<file path="src/rtl/fwd_pkg.sv">
// fwd_pkg: forward-select encodings, hazard FSM states and default address width
// shared by the forwarding/hazard unit and its per-operand comparator.
package fwd_pkg;
    localparam int REG_ADDR_W_DEF = 5;
    localparam logic [1:0] FWD_NONE = 2'b00;
    localparam logic [1:0] FWD_MEM  = 2'b01;
    localparam logic [1:0] FWD_WB   = 2'b10;
    typedef enum logic {IDLE, STALL} state_e;
endpackage

</file>
<file path="src/rtl/fwd_src_compare.sv">
// fwd_src_compare: one source operand against the EX producer and the MEM shadow;
// yields the forward select and a raw EX-address hit used for load-use detection.
module fwd_src_compare
    import fwd_pkg::*;
#(
    parameter int REG_ADDR_W = REG_ADDR_W_DEF
) (
    input  logic                  id_valid_i,
    input  logic [REG_ADDR_W-1:0] rs_i,
    input  logic [REG_ADDR_W-1:0] ex_rd_i,
    input  logic                  ex_we_i,
    input  logic [REG_ADDR_W-1:0] mem_rd_i,
    input  logic                  mem_we_i,
    output logic [1:0]            sel_o,
    output logic                  hit_o
);
    logic nz;
    logic ex_hit;
    assign nz     = |rs_i;
    assign ex_hit = nz & (ex_rd_i == rs_i);
    assign hit_o  = ex_hit;
    // The EX producer is the newer one, so it takes priority over the MEM shadow.
    assign sel_o  = (id_valid_i & ex_we_i & ex_hit)          ? FWD_MEM :
                    (nz & mem_we_i & (mem_rd_i == rs_i))     ? FWD_WB  : FWD_NONE;
endmodule

</file>
<file path="src/rtl/fwd_hazard_unit.sv">
// fwd_hazard_unit: registered operand forward selects plus counted load-use stall/bubble.
// Optional FWD_HAZARD_STATS_EN adds saturating stall-entry and forward counters.
module fwd_hazard_unit
    import fwd_pkg::*;
#(
    parameter int REG_ADDR_W   = REG_ADDR_W_DEF,
    parameter int NUM_SRC      = 2,
    parameter int STALL_CYCLES = 1
) (
    input  logic                          clk_i,
    input  logic                          rst_ni,
    input  logic                          flush_i,
    input  logic                          id_valid_i,
    input  logic [NUM_SRC*REG_ADDR_W-1:0] id_rs_addr_i,
    input  logic                          ex_valid_i,
    input  logic [REG_ADDR_W-1:0]         ex_rd_i,
    input  logic                          ex_reg_write_i,
    input  logic                          ex_mem_read_i,
    output logic [2*NUM_SRC-1:0]          fwd_sel_o,
    output logic                          stall_o,
    output logic                          bubble_o
`ifdef FWD_HAZARD_STATS_EN
    ,
    output logic [31:0]                   stat_stalls_o,
    output logic [31:0]                   stat_fwds_o
`endif
);
    logic                  ex_we;
    logic [NUM_SRC-1:0]    hit;
    logic [2*NUM_SRC-1:0]  sel_d;
    logic [2*NUM_SRC-1:0]  fwd_sel_q;
    logic [REG_ADDR_W-1:0] mem_rd_q, wb_rd_q;
    logic                  mem_we_q, mem_ld_q, wb_we_q;
    state_e                state_q, state_d;
    logic [1:0]            cnt_q, cnt_d;
    logic                  hz, enter;
    logic                  unused;

    assign ex_we = ex_reg_write_i & ex_valid_i;

    for (genvar g = 0; g < NUM_SRC; g++) begin : g_cmp
        fwd_src_compare #(.REG_ADDR_W(REG_ADDR_W)) u_cmp (
            .id_valid_i (id_valid_i),
            .rs_i       (id_rs_addr_i[g*REG_ADDR_W +: REG_ADDR_W]),
            .ex_rd_i    (ex_rd_i),
            .ex_we_i    (ex_we),
            .mem_rd_i   (mem_rd_q),
            .mem_we_i   (mem_we_q),
            .sel_o      (sel_d[2*g +: 2]),
            .hit_o      (hit[g])
        );
    end

    // A hit already excludes x0, so a load into x0 can never stall.
    assign hz    = id_valid_i & ex_valid_i & ex_mem_read_i & (|hit);
    assign enter = (state_q == IDLE) & hz & ~flush_i;

    // cnt holds the stall cycles still owed, counting the current one.
    always_comb begin
        state_d = state_q;
        cnt_d   = cnt_q;
        stall_o = 1'b0;
        if (flush_i) begin
            state_d = IDLE;
            cnt_d   = 2'd0;
        end else if (state_q == STALL) begin
            stall_o = 1'b1;
            state_d = (cnt_q <= 2'd1) ? IDLE : STALL;
            cnt_d   = (cnt_q <= 2'd1) ? 2'd0 : cnt_q - 2'd1;
        end else if (hz) begin
            stall_o = 1'b1;
            state_d = (STALL_CYCLES > 1) ? STALL : IDLE;
            cnt_d   = (STALL_CYCLES > 1) ? 2'(STALL_CYCLES - 1) : 2'd0;
        end
    end

    assign bubble_o  = stall_o;
    assign fwd_sel_o = fwd_sel_q;

    always_ff @(posedge clk_i or negedge rst_ni) begin
        if (!rst_ni) begin
            state_q   <= IDLE;
            cnt_q     <= 2'd0;
            fwd_sel_q <= '0;
            mem_rd_q  <= '0;
            mem_we_q  <= 1'b0;
            mem_ld_q  <= 1'b0;
            wb_rd_q   <= '0;
            wb_we_q   <= 1'b0;
        end else if (flush_i) begin
            state_q   <= IDLE;
            cnt_q     <= 2'd0;
            fwd_sel_q <= '0;
            mem_rd_q  <= '0;
            mem_we_q  <= 1'b0;
            mem_ld_q  <= 1'b0;
            wb_rd_q   <= '0;
            wb_we_q   <= 1'b0;
        end else begin
            state_q   <= state_d;
            cnt_q     <= cnt_d;
            // Hold on hazard entry so the select never points at the load's MEM stage.
            fwd_sel_q <= enter ? fwd_sel_q : sel_d;
            mem_rd_q  <= ex_rd_i;
            mem_we_q  <= ex_we;
            mem_ld_q  <= ex_mem_read_i & ex_valid_i;
            wb_rd_q   <= mem_rd_q;
            wb_we_q   <= mem_we_q;
        end
    end

    assign unused = ^{wb_rd_q, wb_we_q, mem_ld_q};

`ifdef FWD_HAZARD_STATS_EN
    logic [31:0] stat_stalls_q, stat_fwds_q;
    logic [1:0]  nfwd;
    logic [32:0] fsum;
    always_comb begin
        nfwd = '0;
        for (int i = 0; i < NUM_SRC; i++) nfwd = nfwd + 2'(|sel_d[2*i +: 2]);
    end
    assign fsum = {1'b0, stat_fwds_q} + 33'(nfwd);
    always_ff @(posedge clk_i or negedge rst_ni) begin
        if (!rst_ni) begin
            stat_stalls_q <= '0;
            stat_fwds_q   <= '0;
        end else begin
            if (enter && !(&stat_stalls_q)) stat_stalls_q <= stat_stalls_q + 32'd1;
            if (!flush_i && !enter) stat_fwds_q <= fsum[32] ? '1 : fsum[31:0];
        end
    end
    assign stat_stalls_o = stat_stalls_q;
    assign stat_fwds_o   = stat_fwds_q;
`endif
endmodule

</file>
<file path="config.mk">
export PLATFORM = sky130hd
export DESIGN_NAME = fwd_hazard_unit
export DESIGN_NICKNAME = d
export VERILOG_FILES = /design/src/rtl/fwd_pkg.sv /design/src/rtl/fwd_src_compare.sv /design/src/rtl/fwd_hazard_unit.sv
export SDC_FILE = /design/constraint.sdc
export NUM_CORES = 1
export LEC_CHECK = 0
export ABC_AREA = 1
export ABC_CLOCK_PERIOD_IN_PS = 1500
export CORE_MARGIN = 2
export CORE_UTILIZATION = 44
export CTS_CLUSTER_DIAMETER = 60
export DETAILED_ROUTE_END_ITERATION = 10
export PLACE_DENSITY = 0.84
export RECOVER_POWER = 25
export SLEW_MARGIN = 0
export SYNTH_ARGS = -nofsm -noshare
export SYNTH_HDL_FRONTEND = slang
export SYNTH_HIERARCHICAL = 1
export SYNTH_SLANG_ARGS = --single-unit
</file>
<file path="constraint.sdc">
create_clock -name clk_i -period 1.5 [get_ports clk_i]
set_input_delay 0.3 -clock clk_i [delete_from_list [all_inputs] [get_ports clk_i]]
set_output_delay 0.3 -clock clk_i [all_outputs]
set_load 0.01 [all_outputs]
</file>
==> out/metrics.cfg, run 1 <==
[outcome]
status=complete, but fails checks
violations=negative setup slack

[timing]
slew_viol_final=0
fin_setup_tns_ns=-0.165
tightest_slew_ns=0.708
timing.hold.ws_ns=0.221
rsz0062_at_grt=true
setup_viol=2
timing.final.crit_share=1.05
period_needed_ns=1.58
hold_viol=0
worst_slack_ns=-0.0824
clock.fmax_ghz=0.632
maxSlewHeadroom=0.528
skew_ns=0.00388

[critical_path]
rr_worst_depth=11
cp_data_arrival_time_ns=1.28
crit_type=in2out
rr_startpoint=mem_rd_q[0]$_DFF_PN0_
r2r-end=fwd_sel_o[3]$_DFFE_PN0P_
critPathRequiredTime_ns=1.20
crit_path_start_kind=input port
crit_fanout=4
r2r_slack_ns=0.20
end_kind=output port

[clock_network]
cts_buffers=3
clock_path_buffers=2
cts_root_buffer=clkbuf_4
clk_pin_slew_ns=0.09
clk_latency_ns=0.29
cts.sinks=13
htree_levels=1
cts_tree=yes

[global_route]
grt_max_degree=14
track_usage=0.238
grt_pass1_wl_mm=4.97
gr-total-overflow=0
antenna_found_initial=0
grt_pass1_vias=1193

[placement]
portBuffers=27
place_congestion=0.838
pre_cts_slack_ns=-0.988
dp_cells=258
dpl.hpwl_mm=2.31

[finish]
areaGrowthSynthToFinish_pct=65.3
layout.nets=262
drive_gt1_frac=0.448
instances_no_fill=269
fill_cells=169
n_antenna_cell=0

[synth]
yosysSeqAreaShare=0.294
syn_avg_cell_area_um2=6.11
ys.warnings.count=6
yosys.cell_types.count=18
ys_ff_latch=13
synth_top_area_share=0.294
syn-num-nets=203
syn_area_um2=1110
synth_top_area_cell=dfrtp_1
syn_inst=181
synth_area_leaders=dfrtp_1 (29%), nand2_1 (20%), inv_1 (12%), nor2_1 (7.8%), nor2_4 (5.1%)

[floorplan]
start_util=0.455
fp-row-count=18
die_w_um=54.1
core_um2=2430
die_h_um=54.1
die_area_um2=2930
pin_count=28

[hold_path]
hp-start=ex_rd_i[4]
hold_end=mem_rd_q[4]$_DFF_PN0_
hold_path_depth=3
hold_path.class=in2reg

[route]
via_per_inst=4.64
first_pass_iters=4
ant_nets=0
first_iter_violations=24
wirelength_mm=3.19
num_vias=1249
wire_per_inst_um=11.8
drc=0

[run]
maxCapViolations=0

[power_and_ir_drop]
peakVddDrop_uv=575
powerDensity_nw_per_um2=520
p_leak_uw=0.00103

==> metrics by stage <==
stage               power (uW)  instance area, um^2  utilization
floorplan                  493                 1110            -
global placement           636                 1580        0.649
detailed placement         644                 1580        0.649
CTS                        886                 1640        0.673
global route              1000                 1830        0.752
finish                     950                 1830        0.752
==> worst max-delay path, cell delays in order <==
cell,delay (ns)
buf_8,0.11
nor2_4,0.10
nand4_1,0.14
nand2_2,0.14
nor2_4,0.05
nor2_4,0.11
nor2_2,0.05
nor2_1,0.11
nor2_2,0.04
buf_2,0.13
==> Yosys cell counts <==
cell	number
a21oi_1	2
a21oi_2	2
buf_4	2
clkinv_1	2
dfrtp_1	13
inv_1	35
inv_2	6
nand2_1	60
nand2_2	8
nand3_1	9
nand3_2	3
nand4_1	2
nor2_1	23
nor2_2	1
nor2_4	5
nor3_1	2
nor3_2	2
xnor2_1	4
==> layout by cell type (no fill, tap or decap), types with 5 or more instances in the layout <==
master	synthesis	routed
nand3_1	9	8
nor2_1	23	19
dfrtp_1	13	13
buf_4	2	28
nand2_2	8	20
inv_4	0	5
buf_6	0	8
nand2_1	60	47
nor2_4	5	8
inv_1	35	23
inv_2	6	13
==> registers in the layout, summed over array words and instances (netlist names) <==
signal	count
cnt_q	2
fwd_sel_o	4
state_q	1
mem_rd_q	5
mem_we_q	1
==> power by group <==
group | leakage (uW) | internal, uW | total, uW | switching [uW]
logic | 0.000840 | 181 | 352 | 171
clock network | 0.0000150 | 103 | 231 | 127
registers | 0.000176 | 358 | 367 | 9.03
total | 0.00103 | 642 | 950 | 307
==> timing repair <==
action	4_1_cts	5_1_grt
pin swaps	21	22
endpoints found under the setup margin	8	6
setup buffers	4	3
resized for setup	101	57
hold buffers	0	0
==> area by class of cell <==
class | instances | area [um^2] | share of cell area
multi-input cells | 123 | 724 | 0.396
repair buffers | 56 | 541 | 0.296
flip-flops and latches | 13 | 325 | 0.178
inverters | 43 | 174 | 0.0951
well taps | 30 | 37.5 | 0.0205
clock buffers | 4 | 26.3 | 0.0144
==> worst max path at each step <==
stage / startpoint / end / slack [ns] / cells past startpoint
finish: id_rs_addr_i[6] / bubble_o / -0.08 / 10
global route: ex_rd_i[2] / stall_o / -0.17 / 9
CTS: id_rs_addr_i[6] / bubble_o / -0.09 / 10
detailed placement: ex_rd_i[0] / bubble_o / -0.99 / 12
global placement: ex_rd_i[0] / bubble_o / -0.96 / 12
floorplan: id_rs_addr_i[8] / stall_o / -0.08 / 10
==> layer usage <==
layer | global-route usage | routed length (um) | vias to the layer above
met3 | 0.0222 | 103 | 8
met1 | 0.289 | 1390 | 562
li1 | - | - | 648
met5 | 0 | 0 | -
met2 | 0.426 | 1620 | 31
met4 | 0.0958 | 77 | 0
==> logic make-up after synthesis <==
group / Yosys count / synth area share
and+or+nand+nor: 115 / 0.490
buffers and inverters: 45 / 0.160
AOI/OAI and AO/OA: 4 / 0.0249
DFF: 13 / 0.294
xor gates and xnor gates: 4 / 0.0317
No activity file was read; power rests on OpenSTA's default activity.
==> run 2: changes to the inputs <==
Settings changed: ABC_CLOCK_PERIOD_IN_PS 1500 to unset, SETUP_SLACK_MARGIN set to 0.05.
==> out/metrics.cfg, run 2 (synthesis gave the netlist of run 1 again) <==
[outcome]
status=complete, but fails checks
violations=negative setup slack

[floorplan]
fp-row-count=18
die_w_um=54.1
pin_count=28
die_h_um=54.1
start_util=0.455
core_um2=2430
die_area_um2=2930

[route]
ant_nets=0
num_vias=1250
via_per_inst=4.65
wire_per_inst_um=11.7
drc=0
wirelength_mm=3.16
first_pass_iters=4
first_iter_violations=19

[placement]
portBuffers=27
placed_area_um2=1580
place_congestion=0.838
dpl.hpwl_mm=2.31

[finish]
largest_reg_flops=5
areaGrowthSynthToFinish_pct=63.9
mostFrequentLayoutCells=nand2_1 (47), buf_4 (28), inv_1 (23)
n_antenna_cell=0
drive_gt1_frac=0.448
layout.nets=262
largest_register=mem_rd_q
final_area_um2=1810
final_common_cell=nand2_1

[clock_network]
htree_levels=1
clock_path_buffers=2
cts_root_buffer=clkbuf_4
cts-hold-fix-buffers=0
cts_tree=yes
clk_latency_ns=0.29
clk_pin_slew_ns=0.09
cts_buffers=3
cts.sinks=13

[critical_path]
rr_worst_depth=11
end_kind=output port
slowest_delay_ns=0.14
crit_type=in2out
worstPathCellList=buf_8, nor2_4, nand4_1, nand2_2, nor2_4, nor2_4, nor2_2, nor2_1, nor2_2, buf_2
slowest_stage=nand4_1
critPathMostFrequentCell=nor2_4
critPathRequiredTime_ns=1.20
crit_fanout=4
crit_path_start_kind=input port
cp_data_arrival_time_ns=1.28

[timing]
rsz0062_at_grt=true
worst_slack_ns=-0.0831
setup_viol=2
slew_viol_final=0
tightest_slew_ns=0.715
maxSlewHeadroom=0.523
clock.fmax_ghz=0.632
skew_ns=0.00905
hold_viol=0
timing.final.crit_share=1.06
period_needed_ns=1.58

[power_and_ir_drop]
p_total_uw=946
p_leak_uw=0.000975
peakVddDrop_uv=562
powerDensity_nw_per_um2=522

[global_route]
grt_max_degree=14
grt_pass1_vias=1193
grt_pass1_wl_mm=4.97
antenna_found_initial=0
track_usage=0.238
gr-total-overflow=0

[run]
maxCapViolations=0

[hold_path]
hold_path.class=in2reg
hold_path_depth=3

## run 2: layout make-up
cell class / count / area, um^2
timing repair buffer: 56 / 526
tap: 30 / 37.5
clock buffer: 4 / 26.3
fill: 172 / 619
sequential: 13 / 325
inverter: 43 / 174
multi-input combinational: 123 / 724
## run 2: through the flow
stage	TNS, ns	setup WS [ns]	utilization	hold slack [ns]	std cells
final	-0.166	-0.0831	0.745	0.220	269
after global routing	-0.337	-0.169	0.745	0.217	269
after CTS	-0.175	-0.0876	0.671	0.222	266
after detailed placement	-4.42	-0.988	0.649	0.486	258
after global placement	-4.10	-0.955	0.649	0.482	258
after floorplan	-0.0809	-0.0809	-	0.00441	181
## run 2: routing by layer
metal,track usage,vias up,wire length (um)
met5,0,-,0
met4,0.0958,0,67
met3,0.0222,8,103
met2,0.426,37,1620
met1,0.289,555,1370
li1,-,650,-
## run 2: path summary, 6_finish.rpt
path | startpoint | to | slack [ns]
min in group asynchronous | rst_ni | cnt_q[0]$_DFFE_PN0P_ | 0.56
worst max-delay path | id_rs_addr_i[6] | bubble_o | -0.08
worst max register to register | mem_rd_q[0]$_DFF_PN0_ | fwd_sel_o[3]$_DFFE_PN0P_ | 0.19
worst min-delay path | ex_rd_i[4] | mem_rd_q[4]$_DFF_PN0_ | 0.22
worst min register to register | cnt_q[1]$_DFFE_PN0P_ | cnt_q[1]$_DFFE_PN0P_ | 0.50
max in group asynchronous | rst_ni | fwd_sel_o[3]$_DFFE_PN0P_ | 0.48
## run 2: report_power, final
part	internal (uW)	total [uW]	switching [uW]
Clock	103	228	124
Combinational	181	351	171
Sequential	358	367	9.03
## run 2: timing repair
item                       in CTS  in global routing
setup endpoints to repair      12                  2
resized for setup             105                 53
buffers inserted                4                  3
pin swaps                      21                 22
## run 2: critical path, delay by kind of cell
kind	cells	cell delay [ns]
buffers and inverters	2	0.24
AND/OR/NAND/NOR	8	0.74
